File: src/rtl/lut_eval_engine.sv
// lut_eval_engine: N_CH runtime-reloadable truth tables evaluated in parallel.
// Optional table parity check on load: define LUT_PARITY_EN.
`default_nettype none

// +--------------------------------------------------------------------------+
// | Module      : lut_eval_engine                                            |
// | Description : Registered multi-channel LUT evaluator with a serial table |
// |               load port (shadow register, atomic commit). Optional       |
// |               macro LUT_PARITY_EN adds an even-parity check on commit.   |
// | Revision    : 1.0 - initial release                                      |
// +--------------------------------------------------------------------------+
module lut_eval_engine #(
    parameter int                   N_IN       = 6,
    parameter int                   N_CH       = 2,
    parameter logic [(1<<N_IN)-1:0] TABLE_INIT = '0
) (
    input  logic                                     clk,
    input  logic                                     rst,
    input  logic                                     in_valid_i,
    input  logic [N_IN-1:0]                          in_data_i,
    output logic                                     in_ready_o,
    output logic                                     out_valid_o,
    output logic [N_CH-1:0]                          out_data_o,
    input  logic                                     cfg_start_i,
    input  logic [((N_CH > 1) ? $clog2(N_CH) : 1)-1:0] cfg_ch_i,
    input  logic                                     cfg_valid_i,
    input  logic                                     cfg_bit_i,
    output logic                                     cfg_busy_o,
    output logic                                     cfg_done_o,
    input  logic                                     cfg_par_i,
    output logic                                     cfg_err_o
);

    localparam int DEPTH = 1 << N_IN;
    localparam int CH_W  = (N_CH > 1) ? $clog2(N_CH) : 1;

    typedef enum logic [0:0] {
        ST_RUN  = 1'b0,
        ST_LOAD = 1'b1
    } state_t;

    state_t              state_q, state_d;
    logic [DEPTH-1:0]    table_q [N_CH];
    logic [DEPTH-1:0]    shadow_q, shadow_d, shadow_next;
    logic [N_IN-1:0]     cnt_q, cnt_d;
    logic [CH_W-1:0]     ch_q, ch_d;
    logic                par_q, par_d;
    logic                done_q;
    logic                out_valid_q;
    logic [N_CH-1:0]     out_data_q, out_data_d;
    logic                load_end;
    logic                commit;
    logic                par_ok;
    logic                accept;

    assign in_ready_o  = (state_q == ST_RUN);
    assign cfg_busy_o  = (state_q == ST_LOAD);
    assign cfg_done_o  = done_q;
    assign out_valid_o = out_valid_q;
    assign out_data_o  = out_data_q;
    assign accept      = in_valid_i & in_ready_o;

    // Shadow contents including the bit arriving this cycle; used for the
    // final-beat commit so the last bit does not need an extra cycle.
    always_comb begin
        shadow_next        = shadow_q;
        shadow_next[cnt_q] = cfg_bit_i;
    end

`ifdef LUT_PARITY_EN
    logic err_q;

    assign par_ok    = ((^shadow_next) == par_q);
    assign cfg_err_o = err_q;

    always_ff @(posedge clk or posedge rst) begin
        if (rst) begin
            err_q <= 1'b0;
        end else if (load_end && !par_ok) begin
            err_q <= 1'b1;
        end
    end
`else
    logic unused_par;

    assign par_ok     = 1'b1;
    assign cfg_err_o  = 1'b0;
    assign unused_par = par_q;
`endif

    always_comb begin
        state_d  = state_q;
        shadow_d = shadow_q;
        cnt_d    = cnt_q;
        ch_d     = ch_q;
        par_d    = par_q;
        load_end = 1'b0;
        commit   = 1'b0;
        case (state_q)
            ST_RUN: begin
                if (cfg_start_i) begin
                    state_d  = ST_LOAD;
                    shadow_d = '0;
                    cnt_d    = '0;
                    ch_d     = cfg_ch_i;
                    par_d    = cfg_par_i;
                end
            end
            ST_LOAD: begin
                // A restart takes priority over a coincident final beat.
                if (cfg_start_i) begin
                    shadow_d = '0;
                    cnt_d    = '0;
                    ch_d     = cfg_ch_i;
                    par_d    = cfg_par_i;
                end else if (cfg_valid_i) begin
                    shadow_d = shadow_next;
                    cnt_d    = cnt_q + N_IN'(1);
                    if (cnt_q == N_IN'(DEPTH - 1)) begin
                        load_end = 1'b1;
                        commit   = par_ok;
                        state_d  = ST_RUN;
                    end
                end
            end
            default: state_d = ST_RUN;
        endcase
    end

    always_comb begin
        out_data_d = out_data_q;
        if (accept) begin
            for (int k = 0; k < N_CH; k++) begin
                out_data_d[k] = table_q[k][in_data_i];
            end
        end
    end

    always_ff @(posedge clk or posedge rst) begin
        if (rst) begin
            state_q     <= ST_RUN;
            shadow_q    <= '0;
            cnt_q       <= '0;
            ch_q        <= '0;
            par_q       <= 1'b0;
            done_q      <= 1'b0;
            out_valid_q <= 1'b0;
            out_data_q  <= '0;
        end else begin
            state_q     <= state_d;
            shadow_q    <= shadow_d;
            cnt_q       <= cnt_d;
            ch_q        <= ch_d;
            par_q       <= par_d;
            done_q      <= load_end;
            out_valid_q <= accept;
            out_data_q  <= out_data_d;
        end
    end

    // Latched channel numbers at or above N_CH match no table and are dropped.
    always_ff @(posedge clk or posedge rst) begin
        if (rst) begin
            for (int k = 0; k < N_CH; k++) begin
                table_q[k] <= TABLE_INIT;
            end
        end else if (commit) begin
            for (int k = 0; k < N_CH; k++) begin
                if (ch_q == CH_W'(k)) begin
                    table_q[k] <= shadow_next;
                end
            end
        end
    end

endmodule

`default_nettype wire

File: config.mk
export PLATFORM = sky130hd
export DESIGN_NAME = lut_eval_engine
export DESIGN_NICKNAME = d
export VERILOG_FILES = /design/src/rtl/lut_eval_engine.sv
export SDC_FILE = /design/constraint.sdc
export NUM_CORES = 1
export LEC_CHECK = 0
export BUFFER_PORTS_ARGS = -buffer_cell sky130_fd_sc_hd__buf_2
export CELL_PAD_IN_SITES_DETAIL_PLACEMENT = 1
export CELL_PAD_IN_SITES_GLOBAL_PLACEMENT = 1
export CORE_ASPECT_RATIO = 1.25
export CORE_UTILIZATION = 49
export DETAILED_ROUTE_END_ITERATION = 8
export PLACE_DENSITY = 0.9
export SLEW_MARGIN = 15
export SYNTH_ARGS = -nofsm -noshare
export SYNTH_HDL_FRONTEND = slang
export SYNTH_SLANG_ARGS = --single-unit
File: constraint.sdc
create_clock -name clk -period 8.4 [get_ports clk]
set_input_delay 1.68 -clock clk [delete_from_list [all_inputs] [get_ports clk]]
set_output_delay 1.68 -clock clk [all_outputs]
set_load 0.005 [all_outputs]
; ---- Yosys cells after proc, flatten, opt, wreduce, memory -nomap -nowiden
; Cells that the tools add are included.
[word_totals]
reg_bits = 204
latch_bits = 0
mem_bits_rw = 0
rom_bits = 0
in_bits = 14
n_memories = 0
[classes]
add_sub_neg = 1
mul = 0
n_div = 0
order_cmp = 3
eq_ne = 3
shift = 0
muxes = 25
bitwise_logic = 3
reduce_logical = 4
[op_table]
columns = op, n
row1 = $mux W64, 3
row2 = $pmux W64 S2, 1
row3 = $bwmux W64, 1
row4 = $mux W6, 3
row5 = $lt A6 B7 Y1 const B, 2
row6 = $bmux W1 S6, 2
row7 = $mux W1, 12
row8 = $pmux W6 S2, 1
row9 = $add A6 B1 Y6 const B, 1
row10 = $demux W1 S6, 1
row11 = $eq A6 B6 Y1 const B, 1
row12 = $ge A6 B1 Y1 const B, 1
row13 = $reduce_and A2 Y1, 3
row14 = $ne A3 B3 Y1 const B, 1
row15 = $ne A2 B1 Y1 const B, 1
row16 = $not A1 Y1, 2
row17 = $pmux W1 S2, 1
row18 = $and A1 B1 Y1, 1
row19 = $logic_and A1 B1 Y1, 1

; ---- Depth between registers and ports, before layout
[logic_depth]
depth_word = 8
ltp_mapped = 9

; ---- Worst setup path before layout
; Ideal clock, no wire load.
[synth_timing]
path_kind = input to register
startpoint = input port in_data_i[2]
endpoint = register out_data_q[0] (netlist: out_data_o[0])
setup_ns = 0.134
arrival_ns = 3.083
path_slack_ns = 5.183
stages = 8
n_path_buf = 3
path_cell_list = clkbuf_2 > buf_6 > buf_6 > mux4_2 > a22oi_1 > nand3_1 > a2111oi_0 > nor3_1
[synth_between]
elab_chain_len = 2
[synth_lines]
columns = element, line_no
row1 = start: declaration, 20  ; input logic [N_IN-1:0] in_data_i,
row2 = $bmux W1 S6, 134  ; out_data_d[k] = table_q[k][in_data_i];
row3 = $mux W1 (implied by the code), 134
row4 = end signal: assignment, 157  ; out_data_q <= out_data_d;
row5 = end: declaration, 50  ; logic [N_CH-1:0] out_data_q, out_data_d;
; No other way between the ends. The select of a mux whose other input is x is not followed.
; A chain may end at the register's enable or synchronous reset.

; ---- Final worst setup path
[layout_timing]
startpoint = input port in_data_i[0]
endpoint = register out_data_q[0] (netlist: out_data_o[0])
; The elaborated chain is that of the path after synthesis.

==> flow_summary.yaml <==
run_status:
  status: "completed"
cells_and_area:
  register_area_sq_um: 5105
  multiInputGateArea_sq_um: 4508
  area_delta_synth_final_pct: 8.289
  final_core_util_pct: 54.24
  drive_above_1_share_pct: 9.311
  fillers: 2233
  fin_nets: 1030
global_route:
  antenna_found_initial: 1
  grt_usage_pct: 29.40
  grt_max_degree: 129
  grt_pass1_vias: 8742
  grt_overflow: 0
  grt_pass1_wl_mm: 47.67
timing:
  fmax_mhz: 270.9
  tns_ns: 0
  finalCritPeriodShare_pct: 43.95
  skew_ns: 0.01735
  holdWs_ns: 0.4782
  finalHoldViolCount: 0
  final_max_slew_viol_count: 0
  setup_viol: 0
  worstMarginPinSlew_ns: 1.219
  rsz0062_at_grt: "false"
  min_period_ns: 3.691
  slew_headroom_pct: 18.11
min_path:
  hold_path_class: "register to register"
  hold_path_depth: 2
placement:
  portBuffers: 18
  globalplace.congestion: 0.7820
  dp_hpwl_mm: 17.56
pwr:
  swShare_pct: 23.41
  combPwrFrac_pct: 4.8
  p_leak_nw: 4.490
  p_per_area_nw_per_um2: 197.0
  p_int_mw: 1.645
  p_sw_mw: 0.5030
  vdd_drop_max_mv: 0.1515
  power_mw: 2.148
  clockPowerShare_pct: 49.0
  seqPwrFrac_pct: 46.2
clock_network:
  cts.repair.resized: 0
  clock_sinks: 204
  cts_setup_buffers: 0
  clock_latency_ns: 0.52
  cts_tree: "done"
  clk_pin_slew_ns: 0.06
  cts-root-buf: "clkbuf_16"
  clockBufferDepth: 3
  cts_buffers: 22
  cts-htree-levels: 1
  postCtsHoldBufs: 0
drt:
  wl_mm: 29.53
  first_pass_iters: 5
  post-route-drc-count: 0
  wl_per_cell_um: 22.68
  drt_iter0_drc: 786
  vias: 8095
  final_antenna_net_count: 0
  via_per_inst: 6.217
run:
  maxCapViolCount: 0
floorplan:
  core-area_sq_um: 20100
  die_height_um: 162.3
  die_w_um: 130.2
  io_pins: 21
  initial_utilization_pct: 50.09
  num_rows: 58
  die_area_sq_um: 21130
critical_path:
  required_ns: 8.79
  cp-end-kind: "register"
  path_class: "input port to register"
  path_max_fanout: 31
  cp.arrival_ns: 4.08
  critPathLaunchType: "input port"
  r2r.worst_path.cells: 7
logic_synthesis:
  syn-cell-area_sq_um: 10070
  ys_top_cells_by_area: "dfrtp_1, mux2i_1, nor2_1"
  async_reset_ff_share_pct: 100.0
  synth_top_cell_area_share_pct: 50.70
  synth_most_common_cell: "dfrtp_1"
  yosysWarnings: 0
  synthFlopType: "dfrtp_1"
  ys_types: 42
  ys_ff_latch: 204
  yosysSeqAreaShare_pct: 50.70
  post_synth.cell_area_avg_sq_um: 9.507
  synth_common_cells: "dfrtp_1, nor2_1, a21oi_1"
  syn_nets: 1074
  synth_cells: 1059
  yosysTopAreaCell: "dfrtp_1"
  synth_edf_count: 0
[cells in the final DEF (no fill, tap or decap), types with 3 or more instances in the layout]
master,netlist,routed
dfrtp_1,204,204
nor2_1,168,168
a21oi_1,119,119
nand2_1,102,102
o21ai_0,101,101
mux2i_1,86,86
nand3_1,61,61
mux4_2,23,23
clkbuf_16,0,23
o21ai_1,20,20
buf_2,28,17
nand2b_1,13,13
nor2b_1,7,7
buf_4,2,7
clkinv_2,0,6
nor3_1,5,5
nand3b_1,4,4
mux2_2,4,4
o221ai_1,4,4
o2111a_1,4,4
a211oi_1,4,4
bufinv_16,0,4
clkbuf_1,52,4
and3_1,3,3
or3_1,3,3
xor2_1,3,3
and2_0,3,3
[worst max-delay path, stage by stage]
cell and delay (ns):
buf_2 0.77, mux4_1 0.71, a22oi_1 0.23, nand3_1 0.15, a2111oi_0 0.44, nor3_1 0.08
[state kept, by name (all words and copies together), names as in the netlist]
name         flops
table_q        128
cfg_done_o       1
cnt_q            6
out_valid_o      1
shadow_q        64
cfg_busy_o       1
out_data_o       2
ch_q             1
[path summary, 6_finish.rpt]
kind                         startpoint             to  slack [ns]
hold / removal              table_q[62]    table_q[62]        0.48
hold reg to reg             table_q[62]    table_q[62]        0.48
max in group asynchronous           rst    table_q[43]        5.74
setup reg to reg               cnt_q[3]   table_q[117]        5.36
setup / recovery           in_data_i[0]  out_data_o[0]        4.71
min in group asynchronous           rst    table_q[36]        1.35
[through the flow]
step / cell area, sq um / std cells / setup slack, ns
global placement: 10120 / 1261 / 4.231
floorplan: 10070 / 1059 / 1.153
detailed placement: 10120 / 1261 / 4.207
global route: 10900 / 1301 / 4.569
CTS: 10890 / 1301 / 4.719
finish: 10900 / 1302 / 4.709
[cell families after synthesis]
group | after synthesis | synth area share, %
adder cells (fa/ha/maj) | 1 | 0.1243
AO/OA/AOI/OAI | 257 | 13.42
other | 1 | 0.03725
flip-flops | 204 | 50.70
XOR/XNOR | 5 | 0.4350
multiplexers | 114 | 14.40
buffers and inverters | 97 | 4.586
AND/OR/NAND/NOR | 380 | 16.29
[per-layer routing]
metal | track usage [%] | wire length, um | vias to the layer above
met2 | 50.44 | 14950 | 292
met3 | 4.644 | 1718 | 76
met1 | 36.89 | 11840 | 4157
met5 | 0 | 0 | -
met4 | 11.52 | 1013 | 0
li1 | - | - | 3570
[power by group through the flow]
stage	clock network (mW)	logic [mW]	registers, mW
finish	1.05	0.104	0.992
global placement	0	0.100	1.01
global route	1.09	0.114	0.992
floorplan	0	0.0745	1.01
detailed placement	0	0.103	1.01
CTS	1.06	0.104	0.992
[layout make-up]
type                       count  area share [%]
sequential                   204           46.82
multi-input combinational    758           41.35
clock buffer                  28           5.543
tap                          270           3.098
clock inverter                12           1.526
timing repair buffer          26           1.469
inverter                       3          0.1721
antenna                        1         0.02295
(Power assumes the default switching activity.)
